## src/rtl/uart_tx_if.sv

```systemverilog
// Host-side write port of the UART transmitter: byte strobe in, FIFO status out.
interface uart_tx_if #(
  parameter int FIFO_DEPTH = 16
);
  localparam int LW = $clog2(FIFO_DEPTH) + 1;

  logic          wr;
  logic [7:0]    data;
  logic          rdy;
  logic [LW-1:0] level;

  modport master (output wr, output data, input rdy, input level);
  modport slave  (input wr, input data, output rdy, output level);
endinterface

```

## src/rtl/uart_tx.sv

```systemverilog
// UART transmitter with a TX FIFO; frame format and baud divisor are captured
// when each frame starts so the host may reprogram them while a frame is in flight.
module uart_tx #(
  parameter int FIFO_DEPTH = 16,
  parameter int DIV_W      = 16
) (
  input  logic             clk,
  input  logic             rst,
  input  logic [DIV_W-1:0] divisor,
  input  logic [1:0]       nbits,
  input  logic [1:0]       parity,
  input  logic             stop2,
  input  logic             cts,
  uart_tx_if.slave         bus,
  output logic             busy,
  output logic             TxD
);
  localparam int AW = $clog2(FIFO_DEPTH);
  localparam int LW = AW + 1;

  typedef enum logic [2:0] {IDLE, START, DATA, PARITY, STOP} state_e;

  logic [7:0]       mem_q [FIFO_DEPTH];
  logic [AW-1:0]    wrPtr_q, wrPtr_d, rdPtr_q, rdPtr_d;
  logic [LW-1:0]    level_q, level_d;
  logic             rdy_q, rdy_d;

  state_e           state_q, state_d;
  logic [DIV_W-1:0] tick_q, tick_d, divM1_q, divM1_d;
  logic [2:0]       bitCnt_q, bitCnt_d;
  logic [7:0]       shift_q, shift_d;
  logic [1:0]       nbits_q, nbits_d, parity_q, parity_d;
  logic             stop2_q, stop2_d, parBit_q, parBit_d, txd_q, txd_d;

  logic             push, pop, canStart, bitEnd, parEn;
  logic [7:0]       head, mask;
  logic [2:0]       lastBit;

  assign head     = mem_q[rdPtr_q];
  assign push     = bus.wr & rdy_q;
  assign canStart = (level_q != '0) & cts;
  assign bitEnd   = (tick_q == divM1_q);
  assign parEn    = (parity_q == 2'd1) | (parity_q == 2'd2);
  assign lastBit  = {1'b0, nbits_q} + 3'd4;

  always_comb begin
    case (nbits)
      2'd0:    mask = 8'h1F;
      2'd1:    mask = 8'h3F;
      2'd2:    mask = 8'h7F;
      default: mask = 8'hFF;
    endcase
  end

  always_comb begin
    state_d  = state_q;
    bitCnt_d = bitCnt_q;
    shift_d  = shift_q;
    nbits_d  = nbits_q;
    parity_d = parity_q;
    stop2_d  = stop2_q;
    divM1_d  = divM1_q;
    parBit_d = parBit_q;
    txd_d    = txd_q;
    pop      = 1'b0;
    tick_d   = (state_q == IDLE || bitEnd) ? '0 : tick_q + DIV_W'(1);

    case (state_q)
      IDLE: begin
        if (canStart) pop = 1'b1;
      end
      START: begin
        if (bitEnd) begin
          state_d  = DATA;
          txd_d    = shift_q[0];
          bitCnt_d = '0;
        end
      end
      DATA: begin
        if (bitEnd) begin
          if (bitCnt_q == lastBit) begin
            state_d  = parEn ? PARITY : STOP;
            txd_d    = parEn ? parBit_q : 1'b1;
            bitCnt_d = '0;
          end else begin
            shift_d  = shift_q >> 1;
            txd_d    = shift_q[1];
            bitCnt_d = bitCnt_q + 3'd1;
          end
        end
      end
      PARITY: begin
        if (bitEnd) begin
          state_d  = STOP;
          txd_d    = 1'b1;
          bitCnt_d = '0;
        end
      end
      STOP: begin
        if (bitEnd) begin
          if (stop2_q && bitCnt_q == 3'd0) bitCnt_d = 3'd1;
          else if (canStart)               pop = 1'b1;
          else                             state_d = IDLE;
        end
      end
      default: state_d = IDLE;
    endcase

    // Starting a frame snapshots the head byte and the whole line configuration.
    if (pop) begin
      state_d  = START;
      txd_d    = 1'b0;
      shift_d  = head;
      nbits_d  = nbits;
      parity_d = parity;
      stop2_d  = stop2;
      divM1_d  = (divisor == '0) ? '0 : divisor - DIV_W'(1);
      parBit_d = (^(head & mask)) ^ (parity == 2'd2);
    end
  end

  always_comb begin
    wrPtr_d = push ? wrPtr_q + AW'(1) : wrPtr_q;
    rdPtr_d = pop  ? rdPtr_q + AW'(1) : rdPtr_q;
    level_d = level_q + LW'(push) - LW'(pop);
    rdy_d   = (level_d != LW'(FIFO_DEPTH));
  end

  always_ff @(posedge clk) begin
    if (push && !rst) mem_q[wrPtr_q] <= bus.data;
  end

  always_ff @(posedge clk) begin
    if (rst) begin
      wrPtr_q  <= '0;
      rdPtr_q  <= '0;
      level_q  <= '0;
      rdy_q    <= 1'b1;
      state_q  <= IDLE;
      tick_q   <= '0;
      divM1_q  <= '0;
      bitCnt_q <= '0;
      shift_q  <= '0;
      nbits_q  <= '0;
      parity_q <= '0;
      stop2_q  <= 1'b0;
      parBit_q <= 1'b0;
      txd_q    <= 1'b1;
    end else begin
      wrPtr_q  <= wrPtr_d;
      rdPtr_q  <= rdPtr_d;
      level_q  <= level_d;
      rdy_q    <= rdy_d;
      state_q  <= state_d;
      tick_q   <= tick_d;
      divM1_q  <= divM1_d;
      bitCnt_q <= bitCnt_d;
      shift_q  <= shift_d;
      nbits_q  <= nbits_d;
      parity_q <= parity_d;
      stop2_q  <= stop2_d;
      parBit_q <= parBit_d;
      txd_q    <= txd_d;
    end
  end

  assign bus.rdy   = rdy_q;
  assign bus.level = level_q;
  assign busy      = (state_q != IDLE) | (level_q != '0);
  assign TxD       = txd_q;
endmodule

```

## src/flat_wrapper.sv

```systemverilog
// flat-port wrapper written by rule: the top's interface ports become plain ports
module uart_tx_flat 
#(
  parameter int FIFO_DEPTH = 16,
  parameter int DIV_W      = 16
)
  (clk, rst, divisor, nbits, parity, stop2, cts, busy, TxD, bus_wr, bus_data, bus_rdy, bus_level);
  uart_tx_if #(.FIFO_DEPTH(FIFO_DEPTH)) bus_i ();
  input  logic clk;
  input  logic rst;
  input  logic [DIV_W-1:0] divisor;
  input  logic [1:0] nbits;
  input  logic [1:0] parity;
  input  logic stop2;
  input  logic cts;
  output logic busy;
  output logic TxD;
  input wire logic [$bits(bus_i.wr)-1:0] bus_wr;
  input wire logic [$bits(bus_i.data)-1:0] bus_data;
  output wire logic [$bits(bus_i.rdy)-1:0] bus_rdy;
  output wire logic [$bits(bus_i.level)-1:0] bus_level;
  assign bus_i.wr = bus_wr;
  assign bus_i.data = bus_data;
  assign bus_rdy = bus_i.rdy;
  assign bus_level = bus_i.level;
  uart_tx #(.FIFO_DEPTH(FIFO_DEPTH), .DIV_W(DIV_W)) u_core (.clk(clk), .rst(rst), .divisor(divisor), .nbits(nbits), .parity(parity), .stop2(stop2), .cts(cts), .bus(bus_i), .busy(busy), .TxD(TxD));
endmodule
```

## config.mk

```make
export PLATFORM = sky130hd
export DESIGN_NAME = uart_tx_flat
export DESIGN_NICKNAME = d
export VERILOG_FILES = /design/src/rtl/uart_tx_if.sv /design/src/rtl/uart_tx.sv /design/src/flat_wrapper.sv
export SDC_FILE = /design/constraint.sdc
export NUM_CORES = 1
export LEC_CHECK = 0
export ABC_AREA = 1
export BUFFER_PORTS_ARGS = -buffer_cell sky130_fd_sc_hd__buf_4
export CELL_PAD_IN_SITES_DETAIL_PLACEMENT = 0
export CELL_PAD_IN_SITES_GLOBAL_PLACEMENT = 1
export CORE_AREA = 2 2 151 153
export DETAILED_ROUTE_END_ITERATION = 10
export DIE_AREA = 0 0 153 155
export PLACE_DENSITY_LB_ADDON = 0.15
export SKIP_LAST_GASP = 1
export SLEW_MARGIN = 20
export SYNTH_ARGS = -nofsm -noshare
export SYNTH_HDL_FRONTEND = slang
export SYNTH_SLANG_ARGS = --single-unit
```

## constraint.sdc

```tcl
create_clock -name clk -period 2.7 [get_ports clk]
set_input_delay 0.81 -clock clk [delete_from_list [all_inputs] [get_ports clk]]
set_output_delay 0.81 -clock clk [all_outputs]
set_load 0.1 [all_outputs]
```

# --- Word level (Yosys, flattened, before mapping) ---
# Memories as Yosys holds them, arrays and structs flattened. A register that Yosys moved wholly into a read port is not among the register bits.
# Index checks and enable logic that the tools add are counted.
totals:
  mem_count: 1
  out_inout_bits: 8
  ramBits: 128
  reg_bits: 67
  wordCells: 121
  input_bits: 33
classes:
  n_addsub: 8
  reduce_logical: 23
  muxes: 37
  n_bitwise: 7
  n_eq_ne: 30
memory_table:
  columns: ["memory", "words", "width", "rd", "rd_ports_with_merged_regs", "write_ports", "line_no", "rtl"]
  rows:
  - ["u_core.mem_q", 16, 8, 1, 1, 1, "uart_tx.sv:23", "logic [7:0] mem_q [FIFO_DEPTH];"]
op_table:
  columns: ["cell", "n"]
  rows:
  - ["$mux 3", 13]
  - ["$mux 8", 4]
  - ["$pmux 8 s3", 1]
  - ["$ne 2x1->1 const B", 9]
  - ["$add 16x1->16 const B", 1]
  - ["$eq 16x16->1", 1]
  - ["$logic_not 16->1", 1]
  - ["$mux 16", 1]
  - ["$reduce_and 8->1", 2]
  - ["$sub 16x1->16 const B", 1]
  - ["$ne 3x1->1 const B", 5]
  - ["$pmux 3 s5", 1]
  - ["$mux 1", 12]
  - ["$pmux 3 s3", 1]
  - ["$add 4x1->4 const B", 2]
  - ["$and 8x8->8", 1]
  - ["$mux 4", 2]
  - ["$reduce_xor 8->1", 1]
  - ["$eq 2x2->1 const B", 3]
  - ["$eq 3x2->1 const B", 2]
  - ["$logic_not 3->1", 2]
  - ["$ne 3x2->1 const B", 2]
  - ["$reduce_bool 3->1", 2]
  - ["$reduce_or 2->1", 3]
  - ["26 further kinds", 32]

# --- Depth between registers and ports, before layout ---
# Gate-level depths: netlist of the first run.
depth:
  depth_word: 8
  ltp_mapped: 20
  ltp_nobuf: 19

# --- Worst setup path before layout of the first run ---
# OpenSTA, ideal clock, no wires.
synth_timing:
  path_kind: "reg-to-reg"
  startpoint: "reg u_core.level_q[2], in the netlist u_core.bus.level[2]"
  endpoint: "reg u_core.rdy_q, in the netlist u_core.bus.rdy"
  slack_ns: -0.646
  setup_time_ns: 0.119
  period_less_slack_ns: 3.346
  n_path_buf: 0
  required_time_ns: 2.581
  path_stages_with_launch: 17
  t_arrival_ns: 3.226
  path_cell_list: "dfxtp_1 > inv_1 > ha_1 > nand3_1 > nor2_1 > nor2_1 > nand2_4 > inv_1 > ha_1 > inv_1 > ha_1 > inv_1 > fa_1 > xor2_1 > nand3_1 > nor2_1 > nand2_1"
synth_between:
  elab_chain_cells: 8
  word_cells_on_any_way: 9
  cone_classes: "add/sub: 2; eq/ne: 1; mux: 4; bitwise: 1; reduce/logical: 1"
synth_rtl:
  columns: ["item", "line_no", "rtl"]
  rows:
  - ["start: declaration", "uart_tx.sv:25", "logic [LW-1:0] level_q, level_d;"]
  - ["start signal: assignment", "uart_tx.sv:152", "level_q <= level_d;"]
  - ["$reduce_bool 5->1", "uart_tx.sv:41", "assign canStart = (level_q != '0) & cts;"]
  - ["$and 1x1->1", "uart_tx.sv:41", null]
  - ["$mux 1", "uart_tx.sv:70, uart_tx.sv:102", null]
  - ["$mux 1", "uart_tx.sv:101", "if (stop2_q && bitCnt_q == 3'd0) bitCnt_d = 3'd1;"]
  - ["$mux 1", "uart_tx.sv:100", "if (bitEnd) begin"]
  - ["$pmux 1 s2", "uart_tx.sv:68", "case (state_q)"]
  - ["$sub 5x1->5 *", "uart_tx.sv:125", "level_d = level_q + LW'(push) - LW'(pop);"]
  - ["$ne 5x5->1 *", "uart_tx.sv:126", "rdy_d = (level_d != LW'(FIFO_DEPTH));"]
  - ["end signal: assignment", "uart_tx.sv:153", "rdy_q <= rdy_d;"]
  - ["end: declaration", "uart_tx.sv:26", "logic rdy_q, rdy_d;"]
# Mark *: on every way between the ends. The rest lies on a longest branch, timed or not.
# A chain may end at the register's enable or synchronous reset.

# --- Worst setup path in the final report of the first run ---
layout_timing:
  startpoint: "reg u_core.tick_q[12]"
  endpoint: "reg u_core.rdy_q, in the netlist u_core.bus.rdy"
layout_between:
  elab_chain_cells: 5
layout_rtl:
  columns: ["item", "line_no", "rtl"]
  rows:
  - ["start: declaration", "uart_tx.sv:29", "logic [DIV_W-1:0] tick_q, tick_d, divM1_q, divM1_d;"]
  - ["start signal: assignment", "uart_tx.sv:155", "tick_q <= tick_d;"]
  - ["$eq 16x16->1", "uart_tx.sv:42", "assign bitEnd = (tick_q == divM1_q);"]
  - ["$mux 1", "uart_tx.sv:100", null]
  - ["$pmux 1 s2", "uart_tx.sv:68", null]
  - ["$sub 5x1->5", "uart_tx.sv:125", null]
  - ["$ne 5x5->1", "uart_tx.sv:126", null]
# Every way passes these cells.

==> run metrics, run 1 <==
crit-path cells=xnor2_1 -> nand2_1 -> nor4_2 -> nand2_2 -> o21ai_4 -> nand2_4 -> inv_4 -> ha_4 -> inv_4 -> ha_4 -> inv_2 -> fa_2 -> nor2_2 -> a211oi_2 -> o21ai_1 -> a21oi_2 -> nand2_1; Crit path buffers/inverters=3; Slew @ Worst Pin=0.475 ns; Compound-Gate Fraction of Synth Area=6.13%; slowest CP cell=fa_2; Tot GR Track Use=18.7%; critical path's largest stage delay=0.37 ns; skew final=0.0141 ns; Slew Limit Fails=0; Pre-antenna DRT Iters=5; Syn. warnings=0; hpwl dp=14600 microns; Max Buffers Root-to-Sink=2; total CTS buffers=17; row cnt=55; grt met2 use=29.6%; DRC=0; share of layout cells above drive strength 1=17.3%; Sink Count=199; Nets=1204; Initial Util=41.9%; mean area per synthesized cell=8.79 sq um; Synth Area in Simple Gates=25.6%; met1 usage=27.4%; multi-input logic area=3410 sq um; critical-path maximum fanout=2; register bit total from synthesis=199; Die ar.=23700 sq um; grt ovf=0; via count=6938; relative slew slack=68.3%; Post-Synth Adder-Cell Area=2.23%; Post-Syn Instances=1060; critical path class=flip-flop to flip-flop; vias in the first global route=6569; Seq. cell area=5290 sq um; setup total negative slack=0 ns; H-Tree Depth=4; leakage=4.55 nW; die width=153 microns; Final min period=2.67 ns; Max Clock Freq=375 MHz; Post-Synthesis Cell Area=9320 sq um; Final ANT Viol Nets=0; status=complete, no violations; CTS root buffer=clkbuf_16; maxcap violations=0; Peak VDD IR=0.815 mV; die height=155 microns; dpl cell area=10400 sq um; IO buf count=40; later-pin clock latency in the skew report=0.44 ns; busiest grt layer=met2; GPL Wtd Cong=0.797; Synth cell types=42; antenna cell count=0; DRT Wirelength=21600 microns; RSZ-0062 raised after global routing=true; DR WL/cell=14.9 microns; initial antenna violation count=0; post-synthesis mux area share=0.107%; crit path launch type=flip-flop; Seq/Total Area, Yosys=56.5%; syn nets=1109; largest family of logic cells by synthesized area=simple AND/OR/NAND/NOR gates; Ports=41; P per Cell Area=873 nW/um^2; fillcell total=2166; met3 Use GR=2.37%; Hold Crit Class=flip-flop to flip-flop; Synth Area in XOR/XNOR=1.88%; Core Region=22200 sq um; final core occ=49.7%; Syn-to-layout area delta=18.4%; initial DRC count=362; crit path DAT=3.04 ns; DR vias/cell=4.77; nature of the critical path endpoint=flip-flop; fin area=11000 sq um; register clock-pin slew on the reported worst setup and hold paths=0.08 ns; Required @ worst endpoint=3.07 ns; CP delay by family, top=simple AND/OR/NAND/NOR gates; Tot Pwr=9.64 mW; Final Hold Vio Count=0; largest net degree at the start of global routing=57; post-route clock period utilization=98.8%; Final Setup Violations=0; CTS tree=yes; first-pass GRT wire length=34800 microns
-- sequential cells by signal, summed over array words and instances (netlist names), named ones only --
signal and cells:
u_core.shift_q 8, u_core.tick_q 16, u_core.mem_q 128, u_core.divM1_q 16
u_core.parity_q 2, u_core.parBit_q 1, u_core.nbits_q 2, u_core.bus.level 5
u_core.stop2_q 1, u_core.state_q 3, u_core.rdPtr_q 4, u_core.TxD 1
u_core.bus.rdy 1, u_core.wrPtr_q 4, u_core.bitCnt_q 3
-- worst reg2reg max path, cell delays in order, from the launching register on --
cell and delay (ns):
dfxtp_1 0.35, xnor2_1 0.12, nand2_1 0.10, nor4_2 0.34, nand2_2 0.13, o21ai_4 0.17
nand2_4 0.07, inv_4 0.08, ha_4 0.20, inv_4 0.05, ha_4 0.12, inv_2 0.04
fa_2 0.37, nor2_2 0.14, a211oi_2 0.06, o21ai_1 0.17, a21oi_2 0.05, nand2_1 0.06
-- through the flow --
step / std cells / worst slack [ns] / hold slack (ns)
floorplan: 1060 / 0.00932 / 0.430
global placement: 1419 / -0.0544 / 0.458
detailed placement: 1419 / -0.109 / 0.461
CTS: 1453 / -0.0811 / 0.475
global route: 1453 / -0.173 / 0.513
finish: 1453 / 0.0335 / 0.478
-- layer usage --
| layer | up-vias | wire [microns] |
|---|---|---|
| li1 | 3640 | - |
| met1 | 3196 | 10900 |
| met2 | 86 | 9830 |
| met3 | 16 | 655 |
| met4 | 0 | 225 |
| met5 | - | 0 |
-- worst paths after layout --
path	startpoint	end	slack (ns)	cells after the start
min	u_core.shift_q[7]	u_core.shift_q[7]	0.48	2
max reg2reg	u_core.tick_q[12]	u_core.bus.rdy	0.03	17
max	u_core.tick_q[12]	u_core.bus.rdy	0.03	17
min reg2reg	u_core.shift_q[7]	u_core.shift_q[7]	0.48	2
-- cells by family (layout without fill, tap and decap cells) --
logic type / count (synthesis) / in the layout
muxes: 1 / 1
adders and majority gates: 16 / 16
buffers and inverters: 174 / 282
DFF: 199 / 199
and+or+nand+nor: 561 / 561
xor gates and xnor gates: 20 / 20
AOI/OAI and AO/OA: 89 / 89
-- layout by cell type (no fill, tap or decap), types with 13 or more instances in the layout --
cell type and instances:
a21oi_1 18, clkbuf_16 17, o21ai_0 25, nand3_1 107, edfxtp_1 128, nor3_1 16, dfxtp_1 59, ha_1 13
nor2_1 115, nand2_1 288, inv_1 126, buf_4 107
-- cell usage after synthesis (all sizes together) --
cell type	number	share of area, %
xnor2	12	1.1
nand4	9	0.60
o22ai	8	0.94
inv	139	5.6
fa	1	0.21
xor2	8	0.75
edfxtp	128	41
nor2	119	5.0
a31oi	1	0.067
clkbuf	11	0.44
ha	15	2.0
nor4	4	0.34
o21bai	2	0.16
clkinv	1	0.040
nand3	107	5.7
nand2	292	12
nor3b	3	0.24
dfxtp	71	15
o211ai	12	0.97
a21oi	19	1.0
o21a	3	0.24
mux2i	1	0.11
and3	2	0.13
buf	23	1.5
nor3	21	1.4
o21ai	42	2.6
o31ai	1	0.081
or2	4	0.27
a211oi	1	0.081
-- where the power goes --
group / switching [mW] / internal, mW / leakage (nW) / total (mW)
Clock: 1.24 / 1.33 / 0.293 / 2.58
Sequential: 0.140 / 3.48 / 1.74 / 3.62
Combinational: 2.29 / 1.15 / 2.52 / 3.44
Total: 3.67 / 5.97 / 4.55 / 9.64
-- repair_timing --
item / 4_1_cts / 5_1_grt
gates cloned: 0 / 0
hold buffers: 0 / 0
resized for setup: 13 / 9
buffers inserted: 2 / 0
endpoints found under the hold margin: 0 / 0
endpoints found under the setup margin: 3 / 5
pin swaps: 8 / 9
-- area by class of cell --
cell class,instances,share of cell area [%]
flip-flops and latches,199,47.9
multi-input cells,687,30.9
repair buffers,110,7.82
inverters,140,4.81
clock buffers,18,3.89
well taps,285,3.23
clock inverters,14,1.48
Power figures use the tool's default switching activity.
==> run 2: changes to the inputs <==
--- a/config.mk
+++ b/config.mk
@@ -12,7 +12,7 @@
 export CORE_AREA = 2 2 151 153
 export DETAILED_ROUTE_END_ITERATION = 10
 export DIE_AREA = 0 0 153 155
-export PLACE_DENSITY_LB_ADDON = 0.15
+export PLACE_DENSITY = 0.73
 export SKIP_LAST_GASP = 1
 export SLEW_MARGIN = 20
 export SYNTH_ARGS = -nofsm -noshare
==> run 2 against run 1 <==
Net effect:
- critical path depth unchanged
- critical path type unchanged
- final area up 0.58%
- worst hold slack worse by 0.0056 ns
- largest cell class unchanged
- critical endpoint unchanged
- clock power up 4%
==> run metrics, run 2 (synthesized netlist as in run 1, its figures left out) <==
vias in the first global route=6878 (was 6569); Internal=5.97 mW (about the same); top flop regs=u_core.mem_q: 128 flops, u_core.divM1_q: 16 flops, u_core.tick_q: 16 flops (unchanged); later-pin clock latency in the skew report=0.44 ns (about the same); CP startpoint=u_core.tick_q[14] (was u_core.tick_q[12]); Ports=41 (unchanged); CTS root buffer=clkbuf_16 (unchanged); Switching Share=38.5% (was 38.1%); flop2flop setup slack=0.06 ns (was 0.03 ns); initial antenna violation count=0 (unchanged); Core Region=22200 sq um (unchanged); crit path DAT=3.03 ns (was 3.04 ns); Largest Register=u_core.mem_q (unchanged); critical path class=flip-flop to flip-flop (unchanged); worst hold start=u_core.shift_q[7] (unchanged); RSZ-0062 raised after global routing=true (unchanged); DR vias/cell=4.80 (was 4.77); max reg flops=128 (unchanged); post-route clock period utilization=97.8% (was 98.8%); leakage=4.58 nW (was 4.55 nW); DRC=0 (unchanged); Pre-antenna DRT Iters=5 (unchanged); critical-path maximum fanout=2 (unchanged); share of layout cells above drive strength 1=17.9% (was 17.3%); most common cell after layout, fill and taps aside=nand2_1 (unchanged); P per Cell Area=875 nW/um^2 (was 873 nW/um^2); Syn-to-layout area delta=19.1% (was 18.4%); Final min period=2.64 ns (was 2.67 ns); reg2reg start=u_core.tick_q[14] (was u_core.tick_q[12]); Max Clock Freq=379 MHz (was 375 MHz); Sink Count=199 (unchanged); Gate power share=35.1% (was 35.7%); initial DRC count=487 (was 362); Nets=1210 (was 1204); Initial Util=41.9% (unchanged); via count=7008 (was 6938); fin area=11100 sq um (was 11000 sq um); nature of the critical path endpoint=flip-flop (unchanged); die width=153 microns (unchanged); Final ANT Viol Nets=0 (unchanged); status=complete, no violations (unchanged); Sw Pwr=3.74 mW (was 3.67 mW); Tot GR Track Use=18.7% (about the same); Max Buffers Root-to-Sink=2 (unchanged); antenna cell count=0 (unchanged); dpl cell area=10400 sq um (about the same); Clock power frac=27.6% (was 26.7%); Peak VDD IR=1.03 mV (was 0.815 mV); Tot Pwr=9.72 mW (was 9.64 mW); total CTS buffers=17 (unchanged); die height=155 microns (unchanged); commonest non-fill, non-tap cells in the layout=nand2_1 (289), edfxtp_1 (128), inv_1 (127) (was nand2_1 (288), edfxtp_1 (128), inv_1 (126)); hold_ws=0.472 ns (was 0.478 ns); crit path launch type=flip-flop (unchanged); Slew Limit Fails=0 (unchanged); largest net degree at the start of global routing=73 (was 57); sequential power share=37.3% (was 37.6%); hpwl dp=14600 microns (about the same); Die ar.=23700 sq um (unchanged); IO buf count=40 (unchanged); Required @ worst endpoint=3.09 ns (was 3.07 ns); Hold Crit Class=flip-flop to flip-flop (unchanged); GPL Wtd Cong=0.779 (was 0.797); DRT Wirelength=21500 microns (was 21600 microns); row cnt=55 (unchanged); maxcap violations=0 (unchanged); skew final=0.0141 ns (about the same); CTS tree=yes (unchanged); H-Tree Depth=4 (unchanged); setup total negative slack=0 ns (unchanged); Final Setup Violations=0 (unchanged); relative slew slack=66.8% (was 68.3%); DR WL/cell=14.7 microns (was 14.9 microns); Final Hold Vio Count=0 (unchanged); grt ovf=0 (unchanged); Slew @ Worst Pin=0.496 ns (was 0.475 ns); first-pass GRT wire length=35000 microns (was 34800 microns); register clock-pin slew on the reported worst setup and hold paths=0.08 ns (about the same)
[run 2: cell types whose count changed in the layout (fill, tap and decap cells not counted), sizes merged]
cell | previous run | this run
clkinv | 4 | 6
clkinvlp | 0 | 1
clkbuf | 18 | 17
buf | 110 | 116
inv | 149 | 147
[run 2: timing repair]
item,CTS,global route
gates cloned,0,0
setup endpoints to repair,3,4
pin swaps,10,12
buffers inserted,3,2
gates resized for setup,16,6
hold buffers,0,0
[run 2: final timing paths]
path,endpoint,depth (start not counted)
worst max-delay path,u_core.bus.rdy,17
worst min-delay path,u_core.shift_q[7],2
worst max register to register,u_core.bus.rdy,17
worst min register to register,u_core.shift_q[7],2
[run 2: power groups by stage]
stage | Sequential, mW | Clock (mW) | Combinational [mW]
3_3_place_gp | 3.69 | 0 | 3.24
4_1_cts | 3.62 | 2.75 | 3.39
3_5_place_dp | 3.69 | 0 | 3.26
6_report | 3.62 | 2.69 | 3.41
5_1_grt | 3.65 | 2.87 | 3.82
2_1_floorplan | 3.94 | 0 | 2.07
[run 2: final cells by class]
class | count | area, sq um
inverter | 140 | 531
sequential | 199 | 5290
timing repair buffer | 116 | 883
tap | 285 | 357
multi-input combinational | 687 | 3410
fill | 2119 | 11100
clock buffer | 17 | 425
clock inverter | 15 | 211
[run 2: layer usage]
| metal | vias up | routed length [microns] | GRT usage, % |
|---|---|---|---|
| met1 | 3221 | 10900 | 27.1 |
| met2 | 107 | 9650 | 29.5 |
| met4 | 0 | 314 | 4.85 |
| li1 | 3658 | - | - |
| met3 | 22 | 608 | 2.95 |
| met5 | - | 0 | 0 |
[run 2: critical path, cell delays in order (launching register included)]
cell and delay, ns:
dfxtp_1 0.33, xnor2_1 0.15, nand2_1 0.11, nor4_2 0.30
nand2_2 0.12, o21ai_4 0.17, nand2_4 0.07, inv_4 0.07
ha_4 0.20, inv_4 0.05, ha_4 0.13, inv_2 0.04
fa_2 0.38, nor2_2 0.14, a211oi_2 0.06, o21ai_1 0.16
a21oi_2 0.05, nand2_1 0.07
[run 2: per-stage QoR]
step / instances / worst slack, ns / utilization, %
4_1_cts: 1458 / -0.0459 / 49.9
2_1_floorplan: 1060 / 0.00932 / -
3_3_place_gp: 1423 / -0.0386 / 46.7
3_5_place_dp: 1423 / -0.0853 / 46.7
6_report: 1459 / 0.0589 / 50.0
5_1_grt: 1459 / -0.155 / 50.0
==> run 3: changes to the inputs <==
--- a/config.mk
+++ b/config.mk
@@ -12,7 +12,7 @@
 export CORE_AREA = 2 2 151 153
 export DETAILED_ROUTE_END_ITERATION = 10
 export DIE_AREA = 0 0 153 155
-export PLACE_DENSITY = 0.73
+export PLACE_DENSITY = 0.76
 export SKIP_LAST_GASP = 1
 export SLEW_MARGIN = 20
 export SYNTH_ARGS = -nofsm -noshare
==> run 3 against run 2 <==
Net effect:
- final cell count is 0.34% lower
- worst hold slack improved by 0.00071 ns
- flip-flop and latch count unchanged
- clock power decreased by 5%
- first-iteration DRC count rose by 9.9%
- via count about the same
- fmax is 0.54% lower
- core utilization decreased by 0.23 points
- critical path type unchanged
==> run metrics, run 3 (synthesized netlist as in run 1, its figures left out) <==
Max Buffers Root-to-Sink=2 (unchanged); die width=153 microns (unchanged); Ports=41 (unchanged); initial antenna violation count=0 (unchanged); first-pass GRT wire length=34300 microns (was 35000 microns); crit-path cells=xnor2_2 -> nand2_1 -> nor4_2 -> nand2_2 -> o21ai_4 -> nand2_4 -> inv_4 -> ha_4 -> inv_2 -> ha_4 -> inv_2 -> fa_2 -> nor2_2 -> a211oi_2 -> o21ai_1 -> a21oi_2 -> nand2_1 (was xnor2_1 -> nand2_1 -> nor4_2 -> nand2_2 -> o21ai_4 -> nand2_4 -> inv_4 -> ha_4 -> inv_4 -> ha_4 -> inv_2 -> fa_2 -> nor2_2 -> a211oi_2 -> o21ai_1 -> a21oi_2 -> nand2_1); vias in the first global route=6606 (was 6878); hpwl dp=14600 microns (about the same); Gate power share=35.4% (was 35.1%); multi-input logic area=3420 sq um (was 3410 sq um); Nets=1205 (was 1210); share of layout cells above drive strength 1=18.0% (was 17.9%); relative slew slack=68.8% (was 66.8%); RSZ-0062 raised after global routing=true (unchanged); post-route clock period utilization=98.3% (was 97.8%); skew final=0.0106 ns (was 0.0141 ns); antenna cell count=0 (unchanged); Final Hold Vio Count=0 (unchanged); DRC=0 (unchanged); leakage=4.55 nW (was 4.58 nW); Sw Pwr=3.56 mW (was 3.74 mW); initial DRC count=535 (was 487); Final ANT Viol Nets=0 (unchanged); Final min period=2.66 ns (was 2.64 ns); Peak VDD IR=0.921 mV (was 1.03 mV); crit path DAT=3.03 ns (about the same); Slew Limit Fails=0 (unchanged); IO buf count=40 (unchanged); Initial Util=41.9% (unchanged); grt ovf=0 (unchanged); DRT Wirelength=21400 microns (was 21500 microns); Internal=6.01 mW (was 5.97 mW); total CTS buffers=17 (unchanged); critical-path maximum fanout=2 (unchanged); Pre-antenna DRT Iters=5 (unchanged); Post-Place Cells=1419 (was 1423); Final Setup Violations=0 (unchanged); P per Cell Area=866 nW/um^2 (was 875 nW/um^2); Tot GR Track Use=18.5% (was 18.7%); fillcell total=2094 (was 2119); Die ar.=23700 sq um (unchanged); row cnt=55 (unchanged); maxcap violations=0 (unchanged); Largest Register=u_core.mem_q (unchanged); Crit path buffers/inverters=3 (unchanged); nature of the critical path endpoint=flip-flop (unchanged); Switching Share=37.2% (was 38.5%); Syn-to-layout area delta=18.6% (was 19.1%); sequential power share=37.9% (was 37.3%); DR vias/cell=4.82 (was 4.80); hold_ws=0.473 ns (was 0.472 ns); GPL Wtd Cong=0.800 (was 0.779); CTS root buffer=clkbuf_16 (unchanged); CP delay by family, top=simple AND/OR/NAND/NOR gates (unchanged); most common cell after layout, fill and taps aside=nand2_1 (unchanged); commonest non-fill, non-tap cells in the layout=nand2_1 (289), edfxtp_1 (128), inv_1 (127) (unchanged); Seq. cell area=5300 sq um (was 5290 sq um); CTS tree=yes (unchanged); top flop regs=u_core.mem_q: 128 flops, u_core.divM1_q: 16 flops, u_core.tick_q: 16 flops (unchanged); Hold Crit Class=flip-flop to flip-flop (unchanged); DR WL/cell=14.7 microns (about the same); Core Region=22200 sq um (unchanged); fin cells=1454 (was 1459); die height=155 microns (unchanged); later-pin clock latency in the skew report=0.43 ns (was 0.44 ns); H-Tree Depth=4 (unchanged); via count=7012 (was 7008); final core occ=49.7% (was 50.0%); Sink Count=199 (unchanged); max reg flops=128 (unchanged); critical path's largest stage delay=0.38 ns (about the same); Max Clock Freq=377 MHz (was 379 MHz); largest net degree at the start of global routing=43 (was 73); Slew @ Worst Pin=0.466 ns (was 0.496 ns); Required @ worst endpoint=3.08 ns (was 3.09 ns); crit path launch type=flip-flop (unchanged); status=complete, no violations (unchanged); Clock power frac=26.8% (was 27.6%); critical path class=flip-flop to flip-flop (unchanged); register clock-pin slew on the reported worst setup and hold paths=0.07 ns (was 0.08 ns); slowest CP cell=fa_2 (unchanged)
-- run 3: cell count changes in the layout (fill, tap and decap cells not counted), sizes merged --
| cell | before | now |
|---|---|---|
| buf | 116 | 111 |
| inv | 147 | 145 |
| clkinvlp | 1 | 3 |
| clkinv | 6 | 5 |
| bufinv | 1 | 2 |
-- run 3: final cells by class --
type                       count  area share (%)
sequential                   199            47.9
multi-input combinational    687            31.0
timing repair buffer         111            7.76
inverter                     140            4.78
clock buffer                  17            3.85
tap                          285            3.23
clock inverter                15            1.52
-- run 3: power groups by stage --
stage	logic [mW]	registers, mW	clock network (mW)
2_1_floorplan	2.07	3.94	0
3_3_place_gp	3.25	3.69	0
3_5_place_dp	3.27	3.69	0
4_1_cts	3.35	3.62	2.60
5_1_grt	3.80	3.65	2.74
6_report	3.39	3.62	2.56
-- run 3: layer usage --
| metal | global-route usage [%] | up-vias | share of wire, % |
|---|---|---|---|
| li1 | - | 3644 | - |
| met1 | 26.6 | 3242 | 50 |
| met2 | 29.6 | 106 | 46 |
| met3 | 2.42 | 20 | 3.1 |
| met4 | 5.51 | 0 | 1.5 |
| met5 | 0 | - | 0 |
-- run 3: repair_timing --
action | in CTS | in global routing
pin swaps | 8 | 12
setup buffers | 2 | 1
setup endpoints to repair | 2 | 3
hold buffers | 0 | 0
gates resized for setup | 14 | 14
-- run 3: path summary, 6_finish.rpt --
kind                     start                 to  slack (ns)  depth (start not counted)
max reg2reg  u_core.tick_q[12]     u_core.bus.rdy        0.04                         17
max          u_core.tick_q[12]     u_core.bus.rdy        0.04                         17
min reg2reg  u_core.shift_q[7]  u_core.shift_q[7]        0.47                          2
min          u_core.shift_q[7]  u_core.shift_q[7]        0.47                          2
-- run 3: worst register-to-register path, stage by stage (launching register included) --
cell and delay [ns]:
dfxtp_2 0.34, xnor2_2 0.14, nand2_1 0.09, nor4_2 0.30, nand2_2 0.12, o21ai_4 0.17, nand2_4 0.07, inv_4 0.08
ha_4 0.20, inv_2 0.06, ha_4 0.13, inv_2 0.04, fa_2 0.38, nor2_2 0.13, a211oi_2 0.05, o21ai_1 0.17
a21oi_2 0.05, nand2_1 0.08
-- run 3: through the flow --
stage	setup slack, ns	cell area [sq um]	total power, mW	setup TNS (ns)
final	0.0447	11100	9.57	0
after global routing	-0.122	11100	10.2	-0.213
after CTS	-0.0418	11000	9.57	-0.0418
after detailed placement	-0.0550	10400	6.95	-0.0823
after global placement	-0.00859	10400	6.94	-0.00859
after floorplan	0.00932	9350	6.02	0
